File: config.mk
export PLATFORM = sky130hd
export DESIGN_NAME = vga_sync_monitor
export DESIGN_NICKNAME = d
export VERILOG_FILES = /design/src/rtl/vga_sync_monitor.sv
export SDC_FILE = /design/constraint.sdc
export NUM_CORES = 1
export LEC_CHECK = 0
export CORE_MARGIN = 5
export CORE_UTILIZATION = 27
export DETAILED_ROUTE_END_ITERATION = 7
export GPL_ROUTABILITY_DRIVEN = 0
export GPL_TIMING_DRIVEN = 1
export SYNTH_ARGS = -nofsm -noshare
export SYNTH_HDL_FRONTEND = slang
export SYNTH_SLANG_ARGS = --single-unit
File: constraint.sdc
create_clock -name clk -period 2.65 [get_ports clk]
set_clock_uncertainty 0.05 [all_clocks]
set_input_delay 0.3975 -clock clk [delete_from_list [all_inputs] [get_ports clk]]
set_output_delay 0.3975 -clock clk [all_outputs]
set_load 0.1 [all_outputs]
File: src/rtl/vga_sync_monitor.sv
// VGA receive-side monitor: measures hsync/vsync timing, locks to the expected raster,
// recovers pixel coordinates and exposes status, error count and a colour probe on a device bus.
module vga_sync_monitor #(
  parameter int CD          = 12,
  parameter int HD          = 640,
  parameter int HF          = 16,
  parameter int HB          = 48,
  parameter int HR          = 96,
  parameter int VD          = 480,
  parameter int VF          = 10,
  parameter int VB          = 33,
  parameter int VR          = 2,
  parameter int LOCK_FRAMES = 2,
  parameter int AddrWidth   = 32,
  parameter int DataWidth   = 32
) (
  input  logic                 clk,
  input  logic                 reset,
  input  logic                 pix_tick,
  input  logic                 hsync,
  input  logic                 vsync,
  input  logic [CD-1:0]        rgb,
  input  logic                 device_req_i,
  input  logic                 device_we_i,
  input  logic [AddrWidth-1:0] device_addr_i,
  input  logic [3:0]           device_be_i,
  input  logic [DataWidth-1:0] device_wdata_i,
  output logic                 device_rvalid_o,
  output logic [DataWidth-1:0] device_rdata_o,
  output logic [10:0]          px_x,
  output logic [10:0]          px_y,
  output logic [CD-1:0]        px_rgb,
  output logic                 px_valid,
  output logic                 locked
);

  localparam logic [10:0] HT_W   = 11'(HD + HF + HB + HR);
  localparam logic [10:0] VT_W   = 11'(VD + VF + VB + VR);
  localparam logic [10:0] HD_W   = 11'(HD);
  localparam logic [10:0] VD_W   = 11'(VD);
  localparam logic [10:0] HLOAD  = 11'(HD + HF);
  localparam logic [10:0] VLOAD  = 11'(VD + VF);
  localparam logic [10:0] CNTMAX = 11'h7FF;
  localparam logic [3:0]  LF_W   = 4'(LOCK_FRAMES);

  typedef enum logic [1:0] {
    SEARCH = 2'd0,
    CHECK  = 2'd1,
    LOCKED = 2'd2
  } state_t;

  state_t      state, state_nx;
  logic [1:0]  state_bits;
  logic [3:0]  good_cnt, good_cnt_nx;
  logic        err_inc;

  logic        hs_prev, vs_prev;
  logic        hs_fall, vs_fall;
  logic [10:0] hcnt, lcnt, line_len, frame_len;
  logic [10:0] line_len_new, lcnt_new;
  logic        frame_bad, line_bad, frame_good, sync_lost;
  logic [10:0] hpos, vpos;
  logic        h_wrap;

  logic [10:0]    probe_x, probe_y;
  logic [CD-1:0]  probe_rgb;
  logic           probe_hit;
  logic [15:0]    err_cnt;

  logic                 wr, wr_err, wr_probe;
  logic [DataWidth-1:0] rd_mux;
  logic                 unused_bits;

  assign unused_bits = ^{device_be_i, device_addr_i[AddrWidth-1:5], device_addr_i[1:0],
                         device_wdata_i[DataWidth-1:27], device_wdata_i[15:11]};

  assign hs_fall = pix_tick & hs_prev & ~hsync;
  assign vs_fall = pix_tick & vs_prev & ~vsync;

  assign line_len_new = (hcnt == CNTMAX) ? CNTMAX : hcnt + 11'd1;
  assign lcnt_new     = (hs_fall && lcnt != CNTMAX) ? lcnt + 11'd1 : lcnt;
  assign line_bad     = hs_fall && (line_len_new != HT_W);
  // A bad line on the closing tick still spoils the frame it ends.
  assign frame_good   = (lcnt_new == VT_W) && !frame_bad && !line_bad;
  assign sync_lost    = pix_tick && !hs_fall && (hcnt == CNTMAX - 11'd1);
  assign h_wrap       = !hs_fall && (hpos == HT_W - 11'd1);

  assign wr       = device_req_i & device_we_i;
  assign wr_err   = wr && (device_addr_i[4:2] == 3'd3);
  assign wr_probe = wr && (device_addr_i[4:2] == 3'd4);

  assign locked     = (state == LOCKED);
  assign state_bits = state;

  always_comb begin
    state_nx    = state;
    good_cnt_nx = good_cnt;
    err_inc     = 1'b0;
    if (sync_lost) begin
      state_nx    = SEARCH;
      good_cnt_nx = 4'd0;
      err_inc     = 1'b1;
    end else begin
      case (state)
        SEARCH: begin
          if (vs_fall) begin
            state_nx    = CHECK;
            good_cnt_nx = 4'd0;
          end
        end
        CHECK: begin
          if (vs_fall) begin
            if (frame_good) begin
              good_cnt_nx = good_cnt + 4'd1;
              if (good_cnt + 4'd1 == LF_W) state_nx = LOCKED;
            end else begin
              good_cnt_nx = 4'd0;
              err_inc     = 1'b1;
            end
          end
        end
        LOCKED: begin
          if (line_bad || (vs_fall && !frame_good)) begin
            state_nx    = CHECK;
            good_cnt_nx = 4'd0;
            err_inc     = 1'b1;
          end
        end
        default: state_nx = SEARCH;
      endcase
    end
  end

  always_ff @(posedge clk) begin
    if (reset) begin
      state    <= SEARCH;
      good_cnt <= 4'd0;
      err_cnt  <= 16'd0;
    end else begin
      state    <= state_nx;
      good_cnt <= good_cnt_nx;
      if (wr_err) err_cnt <= 16'd0;
      else if (err_inc && err_cnt != 16'hFFFF) err_cnt <= err_cnt + 16'd1;
    end
  end

  always_ff @(posedge clk) begin
    if (reset) begin
      hs_prev   <= 1'b1;
      vs_prev   <= 1'b1;
      hcnt      <= '0;
      lcnt      <= '0;
      line_len  <= '0;
      frame_len <= '0;
      frame_bad <= 1'b0;
      hpos      <= '0;
      vpos      <= '0;
      px_x      <= '0;
      px_y      <= '0;
      px_rgb    <= '0;
      px_valid  <= 1'b0;
      probe_x   <= '0;
      probe_y   <= '0;
      probe_rgb <= '0;
      probe_hit <= 1'b0;
    end else begin
      px_valid <= 1'b0;
      if (pix_tick) begin
        hs_prev <= hsync;
        vs_prev <= vsync;

        if (hs_fall) begin
          hcnt     <= '0;
          line_len <= line_len_new;
          if (line_bad) frame_bad <= 1'b1;
        end else if (hcnt != CNTMAX) begin
          hcnt <= hcnt + 11'd1;
        end

        if (vs_fall) begin
          frame_len <= lcnt_new;
          lcnt      <= '0;
          frame_bad <= 1'b0;
        end else begin
          lcnt <= lcnt_new;
        end

        if (hs_fall) hpos <= HLOAD;
        else if (h_wrap) hpos <= '0;
        else hpos <= hpos + 11'd1;

        if (vs_fall) vpos <= VLOAD;
        else if (h_wrap) vpos <= (vpos == VT_W - 11'd1) ? 11'd0 : vpos + 11'd1;

        if (state == LOCKED && hpos < HD_W && vpos < VD_W) begin
          px_valid <= 1'b1;
          px_x     <= hpos;
          px_y     <= vpos;
          px_rgb   <= rgb;
        end

        if (state == LOCKED && hpos == probe_x && vpos == probe_y && !wr_probe) begin
          probe_rgb <= rgb;
          probe_hit <= 1'b1;
        end
      end

      if (wr_probe) begin
        probe_x   <= device_wdata_i[10:0];
        probe_y   <= device_wdata_i[26:16];
        probe_hit <= 1'b0;
      end
    end
  end

  always_comb begin
    rd_mux = '0;
    case (device_addr_i[4:2])
      3'd0: rd_mux[7:0] = {good_cnt, state_bits, probe_hit, locked};
      3'd1: rd_mux[10:0] = line_len;
      3'd2: rd_mux[10:0] = frame_len;
      3'd3: rd_mux[15:0] = err_cnt;
      3'd4: begin
        rd_mux[10:0]  = probe_x;
        rd_mux[26:16] = probe_y;
      end
      3'd5: rd_mux[CD-1:0] = probe_rgb;
      default: rd_mux = '0;
    endcase
  end

  // Every request gets exactly one response a cycle later; writes return zero.
  always_ff @(posedge clk) begin
    if (reset) begin
      device_rvalid_o <= 1'b0;
      device_rdata_o  <= '0;
    end else begin
      device_rvalid_o <= device_req_i;
      device_rdata_o  <= (device_req_i && !device_we_i) ? rd_mux : '0;
    end
  end

endmodule

==> flow_summary.toml <==
[run]
drv_cap = 0

[sta]
hold_viol = 0
setup_viol = 16
fmax_mhz = 369
worst_pin_slew_ns = 0.785
period_minus_slack_ns = 2.71
hold-worst-slack_ns = 0.319
rsz0062_at_grt = "yes"
worst_slack_ns = -0.0587
post-route-period-util_pct = 102
drv_slew = 0
relSlewSlack_pct = 47.7

[global_routing]
gr-usage-all-layers_pct = 14.7
grt_pass1_wl_um = 44000
grt_start_max_net_pins = 75
antenna_found_initial = 1
grt_pass1_vias = 8050
overflow = 0

[worst_setup_path]
worstSetupEndpointType = "flop"
start_kind = "flop"
critPathArrivalTime_ns = 2.99
worstPathMaxFanout = 4
crit_family = "simple AND/OR/NAND/NOR gates"
cpPeakStageDelay_ns = 0.54
cp_common_cell = "buf_4"
path_cells = "ha_4 -> buf_4 -> buf_4 -> buf_4 -> nand2_4 -> nor2_2 -> a21oi_4 -> nand2_1 -> or4_4 -> a2111o_1 -> nand3_2 -> mux2_4"
required_ns = 2.93
path_buf_inv = 3
slowest_stage = "or4_4"
crit_type = "flop to flop"

[drt]
ant_nets = 0
drtPass1Iterations = 5
dr_total_vias = 8416
drc_errors = 0
via_per_inst = 4.86
dr.first_iter.drc_count = 628
routed_wl_um = 28100
post_drt_wl_per_cell_um = 16.2

[layout]
final_cells = 1733
num_antenna_cells = 0
final_nets = 1372
drive_gt1_share_pct = 24.0
fill_cells = 3387
synthToLayoutAreaGrowth_pct = 34.5
layout.cells.most_common_list = "183 x buf_4, 178 x dfxtp_1, 161 x nand2_1"
final_common_cell = "buf_4"

[floorplanning]
die_width_um = 193
start_util_pct = 27.2
fp.dieArea_um2 = 37300
row_count = 67
die_y_um = 193
num_io_pins = 156
core_area_um2 = 33300

[pwr]
clkPwrFrac_pct = 40.2
ir_drop_mv = 0.279
internal_power_uw = 4820
netSwitchingFraction_pct = 28.4
comb_power_share_pct = 15.3
p_leak_uw = 0.00455
p_seq_share_pct = 44.4
fin_total_pwr_uw = 6730
p_sw_uw = 1910
power.density_nw_per_um2 = 553

[place]
dp_cells = 1689
dp_slack_ns = -0.710
port_buffers = 107
dp_hpwl_um = 20900

[synth]
yosysWarnings = 0
async_flop_share_pct = 0
yosysUniqueCellTypes = 76
postSynthCellCount = 1091
synth-edff-count = 0
yosys_register_bits = 189
synth_area_um2 = 9050
ys_seq_area_share_pct = 41.8
synth_area_per_cell_um2 = 8.30
synthFlopType = "dfxtp_1"

[run_status]
violations = "negative setup slack"
status = "finished with violations"

[clocking]
clkLatencyLatePin_ns = 0.44
cts_max_level = 4
numCtsBuffers = 17
cts.clk_slew.worst_paths_ns = 0.07
cts.path.max_buffers = 2
clock_sinks = 189
root_buffer = "clkbuf_16"
cts_tree = "built"
cts_hold_buf = 0

[worst_hold_path]
hp-class = "input port to flop"
[sequential cells by signal, indices dropped and copies added (netlist names), 2 cells and up]
register / flops
px_x: 11
lcnt: 11
px_y: 11
probe_x: 11
vpos: 11
probe_rgb: 12
device_rdata_o: 27
probe_y: 11
line_len: 11
good_cnt: 4
px_rgb: 12
hcnt: 11
err_cnt: 16
hpos: 11
frame_len: 11
state: 2
[power groups by stage]
stage               Combinational (µW)  Sequential [µW]  Clock (µW)
detailed placement                 997             3050           0
global placement                   990             3050           0
finish                            1030             2990        2710
CTS                               1020             2990        2740
global route                      1110             3000        2860
floorplan                          545             3170           0
[layer usage]
metal  vias to the layer above  part of all wire (%)  GRT usage, %  wire length, µm
li1                       4171                     -             -                -
met1                      3960                    47          21.0            13300
met2                       251                    46          23.1            12800
met3                        32                   5.3          2.32             1490
met4                         2                   1.6          3.89              442
met5                         -                 0.039             0               11
[per-stage QoR]
step | util (%) | instance area (µm²) | TNS [ns]
floorplan | - | 9150 | -0.0543
global placement | 33.6 | 11200 | -15.02
detailed placement | 33.6 | 11200 | -15.61
CTS | 35.8 | 11900 | -0.0416
global route | 36.6 | 12200 | -2.48
finish | 36.6 | 12200 | -0.426
[Yosys cell counts, types with 16 or more instances]
master	instances	area, µm²
dfxtp_1	189	3780
nand2_1	162	608
nor2_1	114	428
a21oi_1	92	460
clkbuf_1	56	210
mux2i_1	44	440
nand3_1	36	180
a211oi_1	35	263
and2_1	29	181
o21ai_0	26	130
nor3_1	24	120
xor2_1	22	193
xnor2_1	19	166
and3_1	17	106
a22oi_1	16	120
inv_1	16	60.1
[path summary, 6_finish.rpt]
check / startpoint / to / slack, ns / cells after the start
worst min register to register: px_y[3] / px_y[3] / 0.41 / 2
worst max register to register: lcnt[1] / state[0] / -0.06 / 12
worst min-delay path: reset / probe_rgb[11] / 0.32 / 2
worst max-delay path: lcnt[1] / state[0] / -0.06 / 12
[cell type report]
cell class	count	area [µm²]	share of cell area [%]
Clock buffer	21	450	3.70
Clock inverter	11	156	1.28
Inverter	16	60.1	0.493
Multi-Input combinational cell	810	5190	42.6
Sequential cell	189	3800	31.2
Tap cell	448	561	4.60
Timing Repair Buffer	238	1960	16.1
[repair_timing]
item                       in CTS  in global routing
gates resized for setup        27                 47
buffers inserted                7                  6
pin swaps                       7                 24
setup endpoints to repair      22                 22
[kinds of logic (layout without fill, tap and decap cells)]
logic type | count (synthesis) | in the layout | share of synthesized area [%]
other | 1 | 5 | 0.0414
muxes | 57 | 57 | 6.52
xor gates and xnor gates | 41 | 41 | 3.97
and+or+nand+nor | 470 | 470 | 25.3
AOI/OAI and AO/OA | 224 | 224 | 15.9
adders and majority gates | 13 | 13 | 1.80
DFF | 189 | 189 | 41.8
buffers and inverters | 96 | 286 | 4.67
Note: power is estimated with default switching activity, not from simulation.
